[src/rtl/max_count_sched.sv]
// Two-client max-and-count scheduler: grants A or B (round-robin on contention), pulses out_<gnt> for max(x,y) cycles.
// Grant takes one edge; pulses start at the edge the granted dav is seen low; rfd stays low (work refused) until the train ends.
module max_count_sched (
  input  logic       clock,
  input  logic       reset_,
  output logic       rfd_a,
  input  logic       dav_a,
  input  logic [7:0] xa,
  input  logic [7:0] ya,
  output logic       rfd_b,
  input  logic       dav_b,
  input  logic [7:0] xb,
  input  logic [7:0] yb,
  output logic       out_a,
  output logic       out_b,
  output logic       busy
);

  localparam logic [1:0] IDLE = 2'd0;
  localparam logic [1:0] WAIT = 2'd1;
  localparam logic [1:0] EMIT = 2'd2;

  logic [1:0] star;
  logic [7:0] count;
  logic       gnt;
  logic       pri;
  logic       win_b;
  logic [7:0] win_max;
  logic       gnt_dav;

  function automatic logic [7:0] max8(input logic [7:0] x, input logic [7:0] y);
    return (x < y) ? y : x;
  endfunction

  // Under contention the priority pointer picks; otherwise whichever dav is up.
  assign win_b   = (dav_a & dav_b) ? pri : dav_b;
  assign win_max = win_b ? max8(xb, yb) : max8(xa, ya);
  assign gnt_dav = gnt ? dav_b : dav_a;
  assign busy    = (star != IDLE);

  always_ff @(posedge clock) begin
    if (!reset_) begin
      star  <= IDLE;
      rfd_a <= 1'b1;
      rfd_b <= 1'b1;
      out_a <= 1'b0;
      out_b <= 1'b0;
      count <= 8'd0;
      gnt   <= 1'b0;
      pri   <= 1'b0;
    end else begin
      case (star)
        IDLE: begin
          rfd_a <= 1'b1;
          rfd_b <= 1'b1;
          if (dav_a | dav_b) begin
            gnt   <= win_b;
            count <= win_max;
            rfd_a <= 1'b0;
            rfd_b <= 1'b0;
            star  <= WAIT;
          end
        end
        WAIT: begin
          if (!gnt_dav) begin
            if (count == 8'd0) begin
              rfd_a <= 1'b1;
              rfd_b <= 1'b1;
              pri   <= ~gnt;
              star  <= IDLE;
            end else begin
              out_a <= ~gnt;
              out_b <= gnt;
              star  <= EMIT;
            end
          end
        end
        EMIT: begin
          // Count never reaches zero here: a zero count returns from WAIT directly.
          if (count == 8'd1) begin
            out_a <= 1'b0;
            out_b <= 1'b0;
            rfd_a <= 1'b1;
            rfd_b <= 1'b1;
            pri   <= ~gnt;
            star  <= IDLE;
          end else begin
            count <= count - 8'd1;
          end
        end
        default: begin
          star  <= IDLE;
          out_a <= 1'b0;
          out_b <= 1'b0;
          rfd_a <= 1'b1;
          rfd_b <= 1'b1;
        end
      endcase
    end
  end

endmodule

[config.mk]
export PLATFORM = sky130hd
export DESIGN_NAME = max_count_sched
export DESIGN_NICKNAME = d
export VERILOG_FILES = /design/src/rtl/max_count_sched.sv
export SDC_FILE = /design/constraint.sdc
export NUM_CORES = 1
export LEC_CHECK = 0
export BUFFER_PORTS_ARGS = -buffer_cell sky130_fd_sc_hd__buf_2
export CAP_MARGIN = 20
export CORE_MARGIN = 3
export CORE_UTILIZATION = 52
export DETAILED_ROUTE_END_ITERATION = 6
export PLACE_DENSITY = 0.87
export SETUP_SLACK_MARGIN = 0.3
export SYNTH_ARGS = -nofsm -noshare
export SYNTH_HDL_FRONTEND = slang
export SYNTH_SLANG_ARGS = --single-unit
[constraint.sdc]
create_clock -name clock -period 2.18 [get_ports clock]
set_input_delay 0 -clock clock [delete_from_list [all_inputs] [get_ports clock]]
set_output_delay 0 -clock clock [all_outputs]
set_load 0.05 [all_outputs]
# Word level (Yosys, flattened, before mapping)
# Cells that the tools add are included.
word_totals:
  ff_bits: 15
  elab_cells: 63
  input_bits: 36
classes:
  magnitude_cmp: 2
  reduce_logical: 11
  eq_ne: 9
  n_bitwise: 4
  mux: 29
  add_sub_neg: 1
op_table:
  columns: ["operator", "count"]
  rows:
  - ["$mux 8", 5]
  - ["$lt 8x8->1", 2]
  - ["$pmux 8 s2", 1]
  - ["$mux 1", 14]
  - ["$ne 2x2->1 const B", 6]
  - ["$pmux 1 s3", 3]
  - ["$reduce_and 3->1", 3]
  - ["$eq 8x1->1 const B", 1]
  - ["$logic_not 8->1", 1]
  - ["$mux 2", 4]
  - ["$reduce_and 4->1", 2]
  - ["$sub 8x1->8 const B", 1]
  - ["$pmux 2 s3", 1]
  - ["$reduce_bool 2->1", 3]
  - ["$eq 2x1->1 const B", 1]
  - ["$eq 2x2->1 const B", 1]
  - ["$logic_not 2->1", 1]
  - ["$not 1->1", 2]
  - ["$pmux 1 s2", 1]
  - ["$reduce_and 2->1", 1]
  - ["$and 1x1->1", 1]
  - ["$or 1x1->1", 1]

# Longest topological paths before layout
logic_depth:
  depth_word: 5
  mapped_depth: 8
  depth_no_buf: 8

# Worst setup path after synthesis
# OpenSTA, ideal clock, no wires.
synth_timing:
  kind: "input-to-reg"
  start: "in yb[2]"
  end: "reg count[5]"
  setup_ps: 117
  stages: 8
  path_buffers: 0
  t_arrival_ps: 1651
  required_ps: 2063
  path_slack_ps: 412
  cell_sequence: "inv_1 > ha_1 > a211oi_2 > o21ai_2 > a211oi_4 > mux2i_1 > a211oi_2 > a32o_2"
synth_via:
  elab_chain_cells: 5
synth_rtl:
  columns: ["element", "line", "source"]
  rows:
  - ["start: declaration", "13", "input logic [7:0] yb,"]
  - ["$lt 8x8->1", "32", "return (x < y) ? y : x;"]
  - ["$mux 8", "32", null]
  - ["$mux 8", "37", "assign win_max = win_b ? max8(xb, yb) : max8(xa, ya);"]
  - ["$mux 8", "56", "if (dav_a | dav_b) begin"]
  - ["$pmux 8 s2", "52", "case (star)"]
  - ["end signal: assignment", "58", "count <= win_max;"]
  - ["end signal: assignment", "88", "count <= count - 8'd1;"]
  - ["end: declaration", "24", "logic [7:0] count;"]
# Every way passes these cells. The select of a mux whose other input is x is not followed.
# A chain may end at the register's enable or synchronous reset.

# Final worst setup path
layout_timing:
  start: "reg count[1]"
  end: "reg count[4]"
layout_via:
  elab_chain_cells: 3
  word_cells_on_any_way: 6
  cone_classes: "add/sub (1); eq/ne (2); mux (2); reduce/logical (1)"
layout_rtl:
  columns: ["element", "line"]
  rows:
  - ["$sub 8x1->8 or $eq 8x1->1 (tied branches)", "88, 80"]
  - ["$mux 8 or $ne 2x2->1 (tied branches)", null]
  - ["$pmux 8 s2 or $reduce_and 3->1 (tied branches)", null]
# Several ways; a longest one is shown, not always the timed one. The select of a mux whose other input is x is not followed.

==> tab_implementation.tex <==
\begin{tabular}{lr}
\hline
Metric & Value \\
\hline
\multicolumn{2}{l}{\textbf{GRT}} \\
Sum of overflow across all layers after global routing & 0 \\
Number of global-route vias before repair & about 1500 \\
Pin count of the biggest net entering global routing & 14 \\
Global-route wire length before repair & 6490 um \\
Overall global routing resource usage & between 20\% and 30\% \\
Antenna violations before repair & 0 \\
\multicolumn{2}{l}{\textbf{STA}} \\
Post-layout min period & $\sim$1.8 ns \\
Final Hold Viols & 0 \\
Fin Hold WS & 0.0737 ns \\
Total negative slack & 0 ns \\
Setup repair after global routing missed its margin & yes \\
Final setup violating endpoints & 0 \\
Share of the cycle needed by the critical path after routing & 84.0\% \\
Post-Route Skew & 0.00156 ns \\
Fmax achieved & $\sim$0.55 GHz \\
Worst-case headroom to the max-slew limit & between 60\% and 70\% \\
Number of max-slew violations in the final report & 0 \\
Least-Margin Pin Slew & roughly 0.47 ns \\
\multicolumn{2}{l}{\textbf{CTS}} \\
Reg clk slew, reported paths & approximately 0.090 ns \\
Bufs on Longest Clock Path & 2 \\
CTS H-tree depth & 1 \\
CTS tree & built \\
Total clock sinks & 15 \\
Clock tree root driver cell & sky130\_fd\_sc\_hd\_\_clkbuf\_4 \\
Worst skew pair latency & 0.29 ns \\
Number of buffers inserted during clock tree synthesis & 3 \\
Number of buffers added to fix hold violations after cts & 0 \\
\multicolumn{2}{l}{\textbf{Synthesis}} \\
Number of register bits inferred by synthesis & 15 \\
Per-instance average area after synthesis & about 7.8 um2 \\
Syn Std Cell Area & between 1000 and 1500 um2 \\
Xor/xnor cell area share of the yosys netlist & 0.597\% \\
Simple-gate share of the synthesized area & between 15 and 20\% \\
Compound-Gate Fraction of Synth Area & 26.1\% \\
Distinct cell type count of the synthesized netlist & 47 \\
Cells after synthesis & 189 \\
Ranking of synthesized cells by area & sky130\_fd\_sc\_hd\_\_dfxtp\_1 (20\%), sky130\_fd\_sc\_hd\_\_ha\_1 (14\%), sky130\_fd\_sc\_hd\_\_mux2i\_1 (9.5\%) \\
Post-synthesis adder-cell area fraction & about 14\% \\
Synth Flop Type & sky130\_fd\_sc\_hd\_\_dfxtp\_1 \\
Main combinational cell family by area after synthesis & compound AO/OA/AOI/OAI gates \\
Multiplexer share of the synthesized area & 12.6\% \\
Area leader, netlist & sky130\_fd\_sc\_hd\_\_dfxtp\_1 \\
Post-Syn Nets & 242 \\
Share of flip-flops with an asynchronous set or reset & 0\% \\
Sequential area share after synthesis & 20.5\% \\
Number of synthesized flops with an enable pin & 0 \\
Area fraction of the dominant cell type after synthesis & 20.5\% \\
Syn. warnings & 0 \\
\multicolumn{2}{l}{\textbf{Routing}} \\
Routed Wire Length & 3850 um \\
WL per Instance & about 15 um \\
Detailed-route DRC error count & 0 \\
Drt pass-1 iters & 6 \\
Antenna Violating Nets Remaining & 0 \\
Initial detailed-routing violation count & 74 \\
Via total after detailed routing & 1590 \\
Average via count per standard cell & approximately 6.0 \\
\multicolumn{2}{l}{\textbf{Floorplan}} \\
Horizontal extent of the die & 59.1 um \\
Core region area & about 2600 um2 \\
Effective utilization at floorplan & 56.7\% \\
Die ar. & $\sim$3500 um2 \\
Num rows & 18 \\
Die Y & 59.1 um \\
I/O pin count & 41 \\
\multicolumn{2}{l}{\textbf{Cells and area}} \\
Layout overhead on the synthesized area & 22.4\% \\
Number of nets in the layout & 289 \\
Most common cell after layout, fill and taps aside & sky130\_fd\_sc\_hd\_\_buf\_2 \\
Final core area utilization & 69.4\% \\
Storage cell area & slightly above 300 um2 \\
Final antenna diode count & 0 \\
Share of layout cells above drive strength 1 & between 20\% and 30\% \\
Most frequent cells in the layout & sky130\_fd\_sc\_hd\_\_buf\_2 (40), sky130\_fd\_sc\_hd\_\_inv\_1 (18), sky130\_fd\_sc\_hd\_\_nor2\_1 (18), sky130\_fd\_sc\_hd\_\_ha\_1 (17), sky130\_fd\_sc\_hd\_\_nand2\_1 (15) \\
Filler Cells Inserted & 206 \\
Area of the multi-input gates & 1110 um2 \\
\multicolumn{2}{l}{\textbf{Power and ir drop}} \\
Gate power share & 57.1\% \\
Net switching power & 0.000641 W \\
Net switching share of the total power & 46.6\% \\
Worst vdd ir & approximately 0.59 mV \\
Internal power & 0.000736 W \\
Clock share of power & 12.0\% \\
Reg power frac & 30.8\% \\
Leakage power & 0.875 nW \\
Cell area power density & 767 nW/um2 \\
\multicolumn{2}{l}{\textbf{Run}} \\
Number of max-capacitance violations reported & 0 \\
\multicolumn{2}{l}{\textbf{Setup path}} \\
Maximum fanout encountered on the critical timing path & 6 \\
Critical path data arrival time & around 2.0 ns \\
Category of the worst setup path launch point & register \\
Required time at the endpoint of the critical path & approximately 2.4 ns \\
Worst Path Class, Setup & reg2reg \\
Worst Setup End Kind & register \\
\multicolumn{2}{l}{\textbf{Place}} \\
RePlAce Congestion & about 0.81 \\
Half-perimeter wire length after placement & 3030 um \\
Buffers on Ports & 40 \\
\multicolumn{2}{l}{\textbf{Worst hold path}} \\
Path category of the worst min-delay check & in2reg \\
\multicolumn{2}{l}{\textbf{Run status}} \\
Result of the run & complete, no violations \\
\hline
\end{tabular}
==> kinds of logic after synthesis <==
logic type               after synthesis
XOR/XNOR                               1
multiplexers                          18
buffers and inverters                 24
flip-flops                            15
adder cells (fa/ha/maj)               17
AO/OA/AOI/OAI                         56
AND/OR/NAND/NOR                       58
==> synthesized netlist by cell type (2+ instances only) <==
cell	count
sky130_fd_sc_hd__o21ai_0	17
sky130_fd_sc_hd__a211oi_1	3
sky130_fd_sc_hd__ha_1	17
sky130_fd_sc_hd__a21oi_1	11
sky130_fd_sc_hd__nor2b_1	4
sky130_fd_sc_hd__o22a_1	2
sky130_fd_sc_hd__nor3_1	6
sky130_fd_sc_hd__and2_1	2
sky130_fd_sc_hd__clkbuf_1	3
sky130_fd_sc_hd__nand2_1	15
sky130_fd_sc_hd__mux2_2	4
sky130_fd_sc_hd__inv_1	18
sky130_fd_sc_hd__dfxtp_1	15
sky130_fd_sc_hd__nand3_1	2
sky130_fd_sc_hd__nor2_1	19
sky130_fd_sc_hd__a211oi_2	2
sky130_fd_sc_hd__nand4_1	2
sky130_fd_sc_hd__o21a_1	2
sky130_fd_sc_hd__mux2i_1	14
sky130_fd_sc_hd__a31oi_1	4
==> critical path, stage by stage, from the launching register on <==
cell and delay (ns):
sky130_fd_sc_hd__dfxtp_2 0.36, sky130_fd_sc_hd__inv_1 0.09, sky130_fd_sc_hd__ha_1 0.23, sky130_fd_sc_hd__nor4bb_4 0.17, sky130_fd_sc_hd__a311o_2 0.40, sky130_fd_sc_hd__nor2_2 0.16
sky130_fd_sc_hd__nand4_1 0.12, sky130_fd_sc_hd__o21ai_1 0.14, sky130_fd_sc_hd__nor3_2 0.06
==> metrics by stage <==
step	area, um2	setup slack (ns)	total power [W]	cells
2_1_floorplan	1470	0.412	0.000931	189
3_3_place_gp	1700	0.286	0.00109	257
3_5_place_dp	1700	0.131	0.00111	257
4_1_cts	1760	0.304	0.00131	264
5_1_grt	1800	0.266	0.00148	265
6_report	1800	0.350	0.00138	265
==> per-layer routing <==
metal  vias up  part of all wire, %  track usage, %  wire length, um
met4         0                  2.5            8.41               95
met2        77                   51            42.7             1960
met1       721                   38            28.4             1450
li1        778                    -               -                -
met5         -                    0               0                0
met3        14                  8.9            3.05              343
==> worst paths after layout <==
path,from,end,slack [ns],cells after the start
min,dav_a,gnt$_SDFFE_PN0P_,0.07,4
max,count[1]$_SDFFE_PN0P_,count[4]$_SDFFE_PN0P_,0.35,8
max reg2reg,count[1]$_SDFFE_PN0P_,count[4]$_SDFFE_PN0P_,0.35,8
min reg2reg,out_b$_SDFFE_PN0P_,out_b$_SDFFE_PN0P_,0.46,2
==> registers in the layout (all words and copies together) (netlist names) <==
| signal | count |
|---|---|
| count | 8 |
| gnt | 1 |
| out_a | 1 |
| out_b | 1 |
| pri | 1 |
| rfd_b | 1 |
| star | 2 |
==> power by group through the flow <==
stage / clock network (W) / registers (W) / logic [W]
6_report: 0.000166 / 0.000425 / 0.000787
5_1_grt: 0.000186 / 0.000434 / 0.000856
4_1_cts: 0.000171 / 0.000411 / 0.000729
3_5_place_dp: 0 / 0.000413 / 0.000696
3_3_place_gp: 0 / 0.000409 / 0.000681
2_1_floorplan: 0 / 0.000413 / 0.000518
==> layout make-up <==
cell class              instances  share of cell area (%)
multi-input cells             151                    62.0
flip-flops and latches         15                    16.8
repair buffers                 46                    13.6
inverters                      19                    3.97
well taps                      30                    2.09
clock buffers                   4                    1.46
==> repair_timing <==
action / 4_1_cts / 5_1_grt
gates cloned: 1 / 0
gates resized for setup: 4 / 7
endpoints found under the setup margin: 8 / 12
hold endpoints to repair: 0 / 0
buffers inserted: 2 / 1
pin swaps: 1 / 3
(Power assumes the default switching activity.)
